<file path="config.mk">
export PLATFORM = sky130hd
export DESIGN_NAME = phase_timer
export DESIGN_NICKNAME = d
export VERILOG_FILES = /design/src/rtl/phase_timer.sv
export SDC_FILE = /design/constraint.sdc
export NUM_CORES = 1
export LEC_CHECK = 0
export BUFFER_PORTS_ARGS = -buffer_cell sky130_fd_sc_hd__buf_2
export CAP_MARGIN = 10
export CORE_UTILIZATION = 39
export CTS_CLUSTER_DIAMETER = 60
export DETAILED_ROUTE_END_ITERATION = 16
export REMOVE_ABC_BUFFERS = 1
export SYNTH_ARGS = -nofsm -noshare
export SYNTH_HDL_FRONTEND = slang
export SYNTH_SLANG_ARGS = --single-unit
</file>
<file path="constraint.sdc">
create_clock -name clk -period 4.6 [get_ports clk]
set_input_delay 0.46 -clock clk [delete_from_list [all_inputs] [get_ports clk]]
set_output_delay 0.46 -clock clk [all_outputs]
set_load 0.01 [all_outputs]
</file>
<file path="src/rtl/phase_timer.sv">
// -----------------------------------------------------------------------------
// phase_timer
//
// Phase timer for the traffic-light controller. A prescaler divides clk by
// CLK_DIV to produce a step; each step moves the count one place towards a
// loadable terminal value (up from 0 to term, or down from term to 0). When
// the terminal value is reached, a one-cycle done pulse fires and a sticky
// expired flag is set. With auto_reload the phase restarts from its start
// value on the step after the terminal value.
//
// Parameters:
//   CLK_DIV      clk cycles per tick (>= 1)
//   CNT_W        width of count and terminal value
//
// Ports:
//   clk          rising-edge clock
//   reset        synchronous active-high reset, clears all state
//   restart      clears prescaler, count back to start value, keeps term
//   load         captures load_val as terminal value and starts a phase
//   load_val     terminal value sampled on load
//   enable       1 = run, 0 = freeze prescaler and count
//   mode         0 = count up to term, 1 = count down to 0
//   auto_reload  restart the phase automatically after the terminal value
//   count        current count
//   tick         one-cycle pulse on each prescaler wrap
//   done         one-cycle pulse when count reaches the terminal value
//   expired      sticky terminal flag
// -----------------------------------------------------------------------------
module phase_timer #(
   parameter int unsigned CLK_DIV = 50000000,
   parameter int unsigned CNT_W   = 6
) (
   input  logic             clk,
   input  logic             reset,
   input  logic             restart,
   input  logic             load,
   input  logic [CNT_W-1:0] load_val,
   input  logic             enable,
   input  logic             mode,
   input  logic             auto_reload,
   output logic [CNT_W-1:0] count,
   output logic             tick,
   output logic             done,
   output logic             expired
);

   localparam int unsigned PRE_W = (CLK_DIV > 1) ? $clog2(CLK_DIV) : 1;
   localparam logic [PRE_W-1:0] PRE_MAX = PRE_W'(CLK_DIV - 1);

   logic [PRE_W-1:0] r_pre;
   logic [CNT_W-1:0] r_count;
   logic [CNT_W-1:0] r_term;
   logic             r_tick;
   logic             r_done;
   logic             r_expired;

   logic             w_step;
   logic             w_at_term;
   logic             w_next_at_term;
   logic             w_fire;
   logic [CNT_W-1:0] w_start;
   logic [CNT_W-1:0] w_next_count;

   always_comb begin
      w_step    = enable && (r_pre == PRE_MAX);
      w_start   = mode ? r_term : '0;
      w_at_term = mode ? (r_count == '0) : (r_count == r_term);

      w_next_count = r_count;
      if (!w_at_term) begin
         w_next_count = mode ? (r_count - CNT_W'(1)) : (r_count + CNT_W'(1));
      end else if (auto_reload) begin
         w_next_count = w_start;
      end

      w_next_at_term = mode ? (w_next_count == '0) : (w_next_count == r_term);
      // A count parked on a non-reloading terminal must not re-fire done;
      // with reload every arrival (including term=0 reloads) counts.
      w_fire = w_next_at_term && (!w_at_term || auto_reload);
   end

   always_ff @(posedge clk) begin
      if (reset) begin
         r_pre     <= '0;
         r_count   <= '0;
         r_term    <= '1;
         r_tick    <= 1'b0;
         r_done    <= 1'b0;
         r_expired <= 1'b0;
      end else if (restart) begin
         r_pre     <= '0;
         r_count   <= w_start;
         r_tick    <= 1'b0;
         r_done    <= 1'b0;
         r_expired <= 1'b0;
      end else if (load) begin
         r_term    <= load_val;
         r_pre     <= '0;
         r_count   <= mode ? load_val : '0;
         r_tick    <= 1'b0;
         // A zero-length phase is already at its terminal value.
         r_done    <= (load_val == '0);
         r_expired <= (load_val == '0);
      end else if (w_step) begin
         r_pre   <= '0;
         r_tick  <= 1'b1;
         r_count <= w_next_count;
         r_done  <= w_fire;
         if (w_fire) begin
            r_expired <= 1'b1;
         end
      end else begin
         if (enable) begin
            r_pre <= r_pre + PRE_W'(1);
         end
         r_tick <= 1'b0;
         r_done <= 1'b0;
      end
   end

   assign count   = r_count;
   assign tick    = r_tick;
   assign done    = r_done;
   assign expired = r_expired;

endmodule

</file>
* Word level (Yosys, flattened, before mapping)
Cells that the tools add are included. Widths: inputs -> output; s select.
Word-level totals: flip-flop bits (word level) 41, output and inout bits 9
Cells by class: equal/unequal tests 3, reductions and logical operators 15, bitwise logic cells 1, muxes and demuxes 16, add/sub/neg operators 3
Operator list (number):
- $mux 6 | 8
- $add 26x1->26 const B | 1
- $eq 26x26->1 const B | 1
- $logic_not 6->1 | 3
- $eq 6x6->1 | 2
- $mux 1 | 8
- $add 6x1->6 const B | 1
- $sub 6x1->6 const B | 1
- $reduce_and 2->1 | 2
- $reduce_bool 2->1 | 2
- $reduce_or 4->1 | 1
- $reduce_bool 3->1 | 1
- $reduce_or 3->1 | 1
- $logic_and 1x1->1 | 2
- $reduce_or 2->1 | 1
- $logic_not 1->1 | 1
- $logic_or 1x1->1 | 1
- $not 1->1 | 1

* Logic depth before layout (Yosys ltp)
Gate-level depths: netlist (run 1).
depth after elaboration 9, depth in mapped cells 10, depth with buffers taken out 9

* Worst setup path after synthesis (run 1)
No wires, ideal clock.
path type reg-to-reg, start register r_count[1], in the netlist count[1], end register r_expired, in the netlist expired, arrival time 2.221 ns, cell stages (with the launch flop) 10, path slack 2.260 ns, buffers on the path 0, clock period less this slack 2.340 ns, cell sequence dfxtp_1 -> ha_1 -> a211oi_1 -> nor2_1 -> xnor2_1 -> o21a_1 -> a211oi_1 -> a21oi_1 -> and4_4 -> o31a_1
On the way: cells in the longest elaborated chain, start to end 8
RTL lines:
- start, declared | RTL line 51 | logic [CNT_W-1:0] r_count;
- start signal, assigned | RTL line 92 | r_count <= w_start;
- start signal, assigned | RTL line 99 | r_count <= mode ? load_val : '0;
- start signal, assigned | RTL line 107 | r_count <= w_next_count;
- $add 6x1->6, or another cell as far along | RTL line 71 | w_next_count = mode ? (r_count - CNT_W'(1)) : (r_count + CNT_W'(1));
- $mux 6 / $mux 1 (equally long branches) | RTL line 71, 67
- $mux 6 | RTL line 70 | if (!w_at_term) begin
- $eq 6x6->1 / $logic_not 6->1 (equally long branches) | RTL line 76 | w_next_at_term = mode ? (w_next_count == '0) : (w_next_count == r_term);
- $mux 1 | RTL line 76
- $logic_and 1x1->1 * | RTL line 79 | w_fire = w_next_at_term && (!w_at_term || auto_reload);
- $reduce_bool 2->1 (no source line) *
- $reduce_and 2->1 (no source line) *
- end signal, assigned | RTL line 103 | r_expired <= (load_val == '0);
- end, declared | RTL line 55 | logic r_expired;
Mark *: on every way between the ends. The rest lies on a longest branch, timed or not. A chain may end at the register's enable or synchronous reset.

* Worst setup path after layout (run 1)
start register r_pre[0], end register r_pre[18]
On the way: cells in the longest elaborated chain, start to end 3
RTL lines:
- start, declared | RTL line 50 | logic [PRE_W-1:0] r_pre;
- start signal, assigned | RTL line 114 | r_pre <= r_pre + PRE_W'(1);
- parallel branches: the longest is 3 deep, another holds $add 26x1->26
Several ways; the timed one is not identified.

==> flow_summary.json, run 1 <==
{
  "outcome": "complete, no violations",
  "synth_area_leaders": "dfxtp_1, nor2_1, xnor2_1",
  "switching_power_uw": 214,
  "mostFrequentLayoutCells": "nor2_1, dfxtp_1, nand2_1",
  "rr_endpoint": "r_pre[18]",
  "timing.rr.start": "r_pre[0]",
  "area_growth_pct": 9.10,
  "synth_warnings": 0,
  "start_util_pct": 41.1,
  "rsz0062_at_grt": "false",
  "io_pins": 22,
  "dieArea_um2": 6670,
  "track_usage_pct": 17.7,
  "synth_cell_type_count": 51,
  "critPathLaunch": "r_pre[0]",
  "swShare_pct": 28.3,
  "fmax_mhz": 371,
  "clock_sinks": 41,
  "clkTransAtPathRegs_ns": 0.08,
  "drive_gt1_share_pct": 13.9,
  "wl_per_cell_um": 13.8,
  "drcViolationCount": 0,
  "cts_setup_buffers": 0,
  "clk-insertion-delay-late_ns": 0.29,
  "p_int_uw": 544,
  "synth_seq_area_share_pct": 33.2,
  "vias": 2082,
  "synth.largest_area_cell": "dfxtp_1",
  "hp-class": "input pin to register",
  "die_w_um": 81.6,
  "irDropWorstVdd_v": 0.000159,
  "cp-end-kind": "register",
  "drt_wl_total_mm": 5.42,
  "gp_congestion": 0.829,
  "grt.overflow.total": 0,
  "worstMarginPinSlew_ns": 0.963,
  "fin_area_um2": 2700,
  "drv_slew": 0,
  "drt_iter0_drc": 129,
  "numCtsBuffers": 5,
  "dp_slack_ns": 1.64,
  "holdWs_ns": 0.412,
  "grt_max_degree": 27,
  "cts_tree": "yes",
  "start_kind": "register",
  "ys_ff_latch": 41,
  "h-tree-depth": 2,
  "grt_pass1_vias": 1877,
  "max-slew-margin-rel_pct": 35.6,
  "core_um2": 6030,
  "n_antenna_cell": 0,
  "cts_buffer_depth": 2,
  "drtAntennaViolNets": 0,
  "postCtsHoldBufs": 0,
  "die_y_um": 81.6,
  "dpl_cell_area_um2": 2600,
  "cts.repair.resized": 0,
  "std_cell_rows": 28,
  "endpoint": "r_pre[18]",
  "finalSetupViolations": 0,
  "synth_area_per_cell_um2": 8.22,
  "syn-cell-area_um2": 2470,
  "drt_pass1_iterations": 4,
  "drv_cap": 0,
  "viasPerCell": 5.31,
  "pwr_density_cell_nw_per_um2": 281,
  "gr-max-usage-layer": "met2",
  "pwr-share-comb_pct": 18.1,
  "use_met3_pct": 3.33,
  "portBuffers": 21,
  "fin_crit_ns": 2.70,
  "required_ns": 4.74,
  "grtUsageMet2_pct": 28.2,
  "cellLeakagePower_nw": 0.988,
  "ys.flop_type": "dfxtp_1",
  "grt_pass1_wl_mm": 9.00,
  "r2r_cells": 7,
  "synth-async-reset-ratio_pct": 0,
  "finalCoreUtilization_pct": 44.8,
  "use_met1_pct": 24.4,
  "hold_viol_final": 0,
  "synth_edf_count": 0,
  "syn_inst": 301,
  "cts-root-buf": "clkbuf_8",
  "tns_ns": 0,
  "worstPathMaxFanout": 26,
  "power_frac_seq_pct": 50.1,
  "antenna_found_initial": 0,
  "dpl.hpwl_mm": 4.04,
  "num-nets-final": 335,
  "synth_top_cell_area_share_pct": 33.2,
  "r2r_slack_ns": 1.90,
  "clkPwrFrac_pct": 31.8,
  "worstSetupPathType": "register to register",
  "fin_ws_ns": 1.90,
  "cp.arrival_ns": 2.83,
  "skew_ns": 0.00733,
  "final_common_cell": "nor2_1",
  "min_period_over_period_pct": 58.6
}
## registers in the layout, indices dropped and copies added, names as in the netlist
name     cells
r_pre       26
count        6
r_term       6
done         1
expired      1
tick         1
## stage by stage
stage,power (mW),cells
6_report,0.758,392
5_1_grt,0.796,392
4_1_cts,0.766,392
3_5_place_dp,0.525,384
3_3_place_gp,0.522,384
2_1_floorplan,0.483,287
## synthesized netlist by cell type (2+ instances only)
cell and n:
inv_1 9, and3_1 6, ha_1 5, a21oi_1 13, a22oi_1 2, xnor2_1 19, or3_1 2, nand2_1 30
a31oi_1 2, xor2_1 17, o21ai_1 3, dfxtp_1 41, or2_2 2, buf_6 2, or4_1 2, nor4_1 2
mux2i_1 5, buf_4 2, a211o_1 2, nor2_1 49, nand3_1 10, a211oi_1 10, a22o_1 5, o21ai_0 9
nor3_1 6, nor2b_1 5, o31a_1 2, clkbuf_1 8, a21oi_4 2, nand4_1 8
## critical path, cell delays in order, from the launching register on
cell and delay [ns]:
dfxtp_1 0.38, ha_1 0.18, nand4_1 0.13, nor2_1 0.19, nand3_1 0.17, or4_1 0.65
nand3_1 0.70, nor3_1 0.13
## how the worst min path moves through the flow
stage / startpoint / end / slack (ns) / cells after the start
3_3_place_gp: r_pre[25] / r_pre[25] / 0.49 / 2
4_1_cts: load_val[0] / r_term[0] / 0.41 / 2
3_5_place_dp: r_pre[25] / r_pre[25] / 0.49 / 2
6_report: load_val[0] / r_term[0] / 0.41 / 2
2_1_floorplan: r_pre[10] / r_pre[10] / 0.47 / 2
5_1_grt: load_val[0] / r_term[0] / 0.43 / 2
## kinds of logic after synthesis
logic type / after synthesis / synth area share, %
xor gates and xnor gates: 36 / 12.7
adders and majority gates: 6 / 3.34
AOI/OAI and AO/OA: 59 / 18.0
and+or+nand+nor: 130 / 25.7
buffers and inverters: 23 / 4.50
muxes: 6 / 2.48
DFF: 41 / 33.2
## routing by layer
metal,part of all wire [%],vias up
met1,50,972
met5,0,-
met3,3.6,6
li1,-,1074
met4,1.0,0
met2,45,30
## area by class of cell
cell class              count  area, um2
fillers                   638       3330
multi-input cells         237       1540
flip-flops and latches     41        821
repair buffers             22        113
well taps                  75       93.8
clock buffers               6       82.6
inverters                   9       33.8
clock inverters             2       13.8
## power groups by stage
stage / Combinational (mW) / Sequential (mW) / Clock [mW]
floorplan: 0.0992 / 0.384 / 0
global placement: 0.135 / 0.387 / 0
detailed placement: 0.137 / 0.388 / 0
CTS: 0.138 / 0.380 / 0.248
global route: 0.152 / 0.381 / 0.263
finish: 0.138 / 0.380 / 0.241
Power figures use the tool's default switching activity.
==> inputs of run 2 (changes only) <==
--- a/config.mk
+++ b/config.mk
@@ -5,6 +5,7 @@
 export SDC_FILE = /design/constraint.sdc
 export NUM_CORES = 1
 export LEC_CHECK = 0
+export ABC_AREA = 1
 export BUFFER_PORTS_ARGS = -buffer_cell sky130_fd_sc_hd__buf_2
 export CAP_MARGIN = 10
 export CORE_UTILIZATION = 39
==> constraint.sdc (replaced) <==
create_clock -name clk -period 2.6 [get_ports clk]
set_input_delay 0.26 -clock clk [delete_from_list [all_inputs] [get_ports clk]]
set_output_delay 0.26 -clock clk [all_outputs]
set_load 0.01 [all_outputs]
==> flow_summary.json, run 2 <==
{
  "wl_per_cell_um": 12.6,
  "rsz0062_at_grt": "false",
  "numCtsBuffers": 5,
  "ys_ff_latch": 41,
  "pwr-share-comb_pct": 20.3,
  "path_buf_inv": 1,
  "outcome": "complete, no violations",
  "drv_cap": 0,
  "irDropWorstVdd_v": 0.000313,
  "hold_end": "tick",
  "grt_pass1_vias": 2334,
  "hold_viol_final": 0,
  "final_common_cell": "nand2_1",
  "std_cell_rows": 29,
  "dieArea_um2": 6850,
  "die_y_um": 82.8,
  "mostFrequentLayoutCells": "nand2_1, nor2_1, inv_1",
  "swShare_pct": 29.6,
  "required_ns": 2.79,
  "synth_edf_count": 0,
  "die_w_um": 82.8,
  "area_growth_pct": 11.8,
  "p_int_mw": 1.03,
  "clkTransAtPathRegs_ns": 0.08,
  "viasPerCell": 5.14,
  "hold_depth": 2,
  "n_antenna_cell": 0,
  "finalCoreUtilization_pct": 45.0,
  "grt.overflow.total": 0,
  "vias": 2505,
  "ys.flop_type": "dfxtp_1",
  "synth-async-reset-ratio_pct": 0,
  "postCtsHoldBufs": 0,
  "largest_register_ff_count": 26,
  "drv_slew": 0,
  "crit_path_frequent_cell": "nand2_1",
  "synth_area_per_cell_um2": 6.62,
  "drtAntennaViolNets": 0,
  "synth_seq_area_share_pct": 32.3,
  "cts_tree": "yes",
  "path_cells": "ha_1 > nand2_1 > nand2_1 > a21oi_1 > xor2_1 > nand3_1 > nand2_1 > nand2_1 > nand2_1 > nor2_1 > nand3_1 > nand2_1 > nand2_1 > nand3_1 > nand2_1 > inv_1",
  "finalSetupViolations": 0,
  "slowest_stage": "dfxtp_1",
  "power_frac_seq_pct": 45.5,
  "io_pins": 22,
  "tns_ns": 0,
  "drt_pass1_iterations": 4,
  "core_um2": 6310,
  "worstMarginPinSlew_ns": 0.396,
  "gp_congestion": 0.955,
  "grt_max_degree": 14,
  "pwr_density_cell_nw_per_um2": 516,
  "antenna_found_initial": 0,
  "clock_sinks": 41,
  "drcViolationCount": 0,
  "skew_ns": 0.00547,
  "switching_power_uw": 434,
  "drt_iter0_drc": 104,
  "clkPwrFrac_pct": 34.2,
  "synth_cell_type_count": 39,
  "grt_pass1_wl_mm": 10.3,
  "synth_top_cells_by_count": "nand2_1, nor2_1, inv_1, dfxtp_1, a21oi_1",
  "h-tree-depth": 2,
  "cp.arrival_ns": 2.35,
  "start_util_pct": 40.3,
  "track_usage_pct": 19.8,
  "top_register": "r_pre",
  "path_delay_family": "simple AND/OR/NAND/NOR gates",
  "hp-class": "input pin to register",
  "syn-cell-area_um2": 2540,
  "synth.largest_area_cell": "dfxtp_1",
  "yosysMostFrequentCell": "nand2_1",
  "r2r_slack_ns": 0.44,
  "cts_buffer_depth": 2,
  "rr_endpoint": "expired",
  "drt_wl_total_mm": 6.14,
  "cellLeakagePower_nw": 1.17,
  "synth_area_leaders": "dfxtp_1, nand2_1, nor2_1",
  "fin_crit_ns": 2.16,
  "fmax_mhz": 463,
  "max-slew-margin-rel_pct": 73.4,
  "synth_top_cell_area_share_pct": 32.3,
  "start_kind": "register",
  "hold_path.startpoint": "load",
  "worstPathMaxFanout": 6,
  "drive_gt1_share_pct": 11.7,
  "synth_warnings": 0,
  "r2r_cells": 16,
  "cp-end-kind": "register",
  "num-nets-final": 429,
  "portBuffers": 21,
  "syn_inst": 384,
  "min_period_over_period_pct": 83.0,
  "worstSetupPathType": "register to register",
  "timing.rr.start": "count[2]",
  "cts.repair.resized": 0,
  "clk-insertion-delay-late_ns": 0.29,
  "cts_setup_buffers": 0,
  "critPathMaxStageDelay_ns": 0.49,
  "cts-root-buf": "clkbuf_8",
  "dpl.hpwl_mm": 4.79
}
-- run 2: cell types whose count changed in the layout (fill, tap and decap cells not counted), moves of 6 or more --
cell / change
nand2_1: +59
inv_1: +40
nand3_1: +16
a21oi_1: +14
xnor2_1: -12
a211oi_1: -8
xor2_1: -8
and3_1: -6
-- run 2: final cells by class --
type / count / area (um2)
fill: 677 / 3470
multi-input combinational: 285 / 1490
sequential: 41 / 821
inverter: 51 / 191
timing repair buffer: 26 / 143
tap: 77 / 96.3
clock buffer: 5 / 68.8
clock inverter: 2 / 35.0
-- run 2: routing by layer --
layer | track usage (%) | vias to the layer above | wire length, um
met5 | 0 | - | 0
li1 | - | 1317 | -
met3 | 3.63 | 11 | 202
met2 | 35.0 | 44 | 2980
met1 | 23.6 | 1133 | 2850
met4 | 7.24 | 0 | 101
-- run 2: stage by stage --
stage          cells  setup slack (ns)  power (mW)  hold slack [ns]  area (um2)
6_report         487             0.442        1.47            0.196        2840
5_1_grt          487             0.186        1.55            0.200        2840
4_1_cts          487             0.450        1.48            0.197        2840
3_5_place_dp     480             0.425       0.979            0.451        2740
3_3_place_gp     480             0.471       0.975            0.441        2740
2_1_floorplan    377             0.698       0.890            0.336        2500
-- run 2: cell families (layout without fill, tap and decap cells) --
family          Yosys count  count (layout)  share of synthesized area, %
fa+ha+maj                 6               6                          3.25
compound gates           56              56                          13.0
xor+xnor                 16              16                          5.51
buf+inv                  58              84                          9.20
simple gates            207             207                          36.8
flops                    41              41                          32.3
-- run 2: worst max-delay path by stage --
stage                     startpoint   endpoint  slack [ns]  cells past startpoint
after floorplan             count[2]    expired        0.70                     16
after global placement          mode    expired        0.47                     17
after detailed placement        mode    expired        0.43                     17
after CTS                   count[2]    expired        0.45                     16
after global routing        r_pre[0]  r_pre[24]        0.19                     11
final                       count[2]    expired        0.44                     16
-- run 2: worst reg2reg max path: stages (launching register included) --
cell and delay [ns]:
dfxtp_1 0.49, ha_1 0.34, nand2_1 0.08, nand2_1 0.06, a21oi_1 0.14, xor2_1 0.17
nand3_1 0.17, nand2_1 0.10, nand2_1 0.05, nand2_1 0.06, nor2_1 0.04, nand3_1 0.07
nand2_1 0.05, nand2_1 0.09, nand3_1 0.07, nand2_1 0.06, inv_1 0.03
-- run 2: power by group through the flow --
stage | logic (mW) | registers, mW | clock network, mW
6_report | 0.297 | 0.669 | 0.502
5_1_grt | 0.338 | 0.672 | 0.540
4_1_cts | 0.297 | 0.669 | 0.514
3_5_place_dp | 0.295 | 0.684 | 0
3_3_place_gp | 0.291 | 0.684 | 0
2_1_floorplan | 0.209 | 0.681 | 0
==> inputs of run 3 (changes only) <==
--- a/config.mk
+++ b/config.mk
@@ -5,7 +5,7 @@
 export SDC_FILE = /design/constraint.sdc
 export NUM_CORES = 1
 export LEC_CHECK = 0
-export ABC_AREA = 1
+export ABC_AREA = 0
 export BUFFER_PORTS_ARGS = -buffer_cell sky130_fd_sc_hd__buf_2
 export CAP_MARGIN = 10
 export CORE_UTILIZATION = 39
==> constraint.sdc (replaced) <==
create_clock -name clk -period 2.1 [get_ports clk]
set_input_delay 0.21 -clock clk [delete_from_list [all_inputs] [get_ports clk]]
set_output_delay 0.21 -clock clk [all_outputs]
set_load 0.01 [all_outputs]
==> flow_summary.json, run 3 (same netlist as run 1, synthesis figures left out) <==
{
  "fin_ws_ns": -0.155,
  "dp_slack_ns": -0.278,
  "finalCoreUtilization_pct": 51.9,
  "die_y_um": 81.6,
  "drcViolationCount": 0,
  "track_usage_pct": 19.0,
  "die_w_um": 81.6,
  "max-slew-margin-rel_pct": 51.4,
  "required_ns": 2.33,
  "clock_sinks": 41,
  "swShare_pct": 26.6,
  "seqCellArea_um2": 823,
  "power_frac_seq_pct": 42.4,
  "r2r_slack_ns": -0.16,
  "clkTransAtPathRegs_ns": 0.08,
  "drt_wl_total_mm": 6.31,
  "rsz0062_at_grt": "true",
  "viasPerCell": 5.29,
  "instances_no_fill": 434,
  "drtAntennaViolNets": 0,
  "clk-insertion-delay-late_ns": 0.28,
  "cp.arrival_ns": 2.49,
  "switching_power_uw": 508,
  "start_util_pct": 41.1,
  "hold_end": "r_term[0]",
  "final_common_cell": "nor2_1",
  "vias": 2295,
  "pwr_density_cell_nw_per_um2": 610,
  "min_period_over_period_pct": 107,
  "cts_tree": "yes",
  "std_cell_rows": 28,
  "drv_cap": 0,
  "dieArea_um2": 6670,
  "multiInputGateArea_um2": 1600,
  "cellLeakagePower_nw": 1.22,
  "grt_max_degree": 27,
  "drt_pass1_iterations": 4,
  "num-nets-final": 377,
  "grt.overflow.total": 0,
  "mostFrequentLayoutCells": "nor2_1, buf_4, dfxtp_1",
  "hold_viol_final": 0,
  "wl_per_cell_um": 14.5,
  "core_um2": 6030,
  "portBuffers": 21,
  "n_antenna_cell": 0,
  "hp-class": "input pin to register",
  "worstSetupPathType": "register to register",
  "fin_area_um2": 3130,
  "grt_pass1_vias": 2065,
  "skew_ns": 0.00492,
  "outcome": "finished, violations left",
  "finalSetupViolations": 4,
  "cts-root-buf": "clkbuf_8",
  "drt_iter0_drc": 126,
  "numCtsBuffers": 5,
  "fmax_mhz": 443,
  "worstPathMaxFanout": 6,
  "grt_pass1_wl_mm": 9.61,
  "h-tree-depth": 2,
  "pwr-share-comb_pct": 23.3,
  "fin_crit_ns": 2.26,
  "p_int_mw": 1.40,
  "gp_congestion": 0.880,
  "rr_endpoint": "expired",
  "hold_path.startpoint": "load_val[0]",
  "top_register": "r_pre",
  "dpl_cell_area_um2": 2910,
  "start_kind": "register",
  "timing.rr.start": "count[5]",
  "hold_depth": 2,
  "drive_gt1_share_pct": 28.4,
  "worstMarginPinSlew_ns": 0.726,
  "clkPwrFrac_pct": 34.3,
  "io_pins": 22,
  "largest_register_ff_count": 26,
  "antenna_found_initial": 0,
  "dpl.hpwl_mm": 4.69,
  "placed_cells": 423,
  "irDropWorstVdd_v": 0.000340,
  "violations": "negative setup slack",
  "nFillCells": 586,
  "p_total_mw": 1.91,
  "area_growth_pct": 26.4,
  "cts_buffer_depth": 2,
  "r2r_cells": 8,
  "cp-end-kind": "register",
  "drv_slew": 0
}
## run 3: area by class of cell
type | count | area share [%]
clock buffers | 7 | 2.76
clock inverters | 1 | 0.961
inverters | 9 | 1.08
multi-input cells | 237 | 51.2
flip-flops and latches | 41 | 26.3
well taps | 75 | 3.00
repair buffers | 64 | 14.7
## run 3: worst max path at each step
stage          endpoint      from  cells past startpoint  slack [ns]
3_5_place_dp    expired  count[1]                      9       -0.28
2_1_floorplan   expired  count[5]                      8       -0.34
3_3_place_gp    expired  count[1]                      9       -0.21
5_1_grt         expired  count[5]                      8       -0.27
4_1_cts         expired  count[5]                      8       -0.17
6_report        expired  count[5]                      8       -0.16
## run 3: power groups by stage
| stage | combinational [mW] | sequential, mW | clock, mW |
|---|---|---|---|
| 2_1_floorplan | 0.217 | 0.841 | 0 |
| 3_3_place_gp | 0.409 | 0.825 | 0 |
| 3_5_place_dp | 0.409 | 0.825 | 0 |
| 4_1_cts | 0.416 | 0.806 | 0.672 |
| 5_1_grt | 0.476 | 0.808 | 0.698 |
| 6_report | 0.445 | 0.807 | 0.653 |
## run 3: per-layer routing
metal / share of wire (%) / global-route usage, %
met5: 0 / 0
met4: 1.0 / 5.79
met3: 3.4 / 3.11
met2: 47 / 31.2
met1: 48 / 25.5
## run 3: through the flow
step	hold WS [ns]	setup TNS [ns]
floorplan	0.283	-4.91
global placement	0.453	-0.626
detailed placement	0.454	-0.810
CTS	0.151	-0.399
global route	0.168	-1.10
finish	0.159	-0.385
## run 3: worst max-delay path, cell delays in order, from the launching register on
cell and delay (ns):
dfxtp_1 0.32, or4b_4 0.55, nor4_4 0.22, a41oi_4 0.10, a221oi_2 0.29, a21oi_4 0.07, nor4b_2 0.28, o2111a_2 0.24
o31a_1 0.13
## run 3: timing repair
| item | 4_1_cts | 5_1_grt |
|---|---|---|
| setup buffers | 1 | 1 |
| cloned | 0 | 1 |
| hold buffers | 0 | 0 |
| endpoints found under the setup margin | 7 | 34 |
| pin swaps | 2 | 5 |
| resized for setup | 4 | 14 |
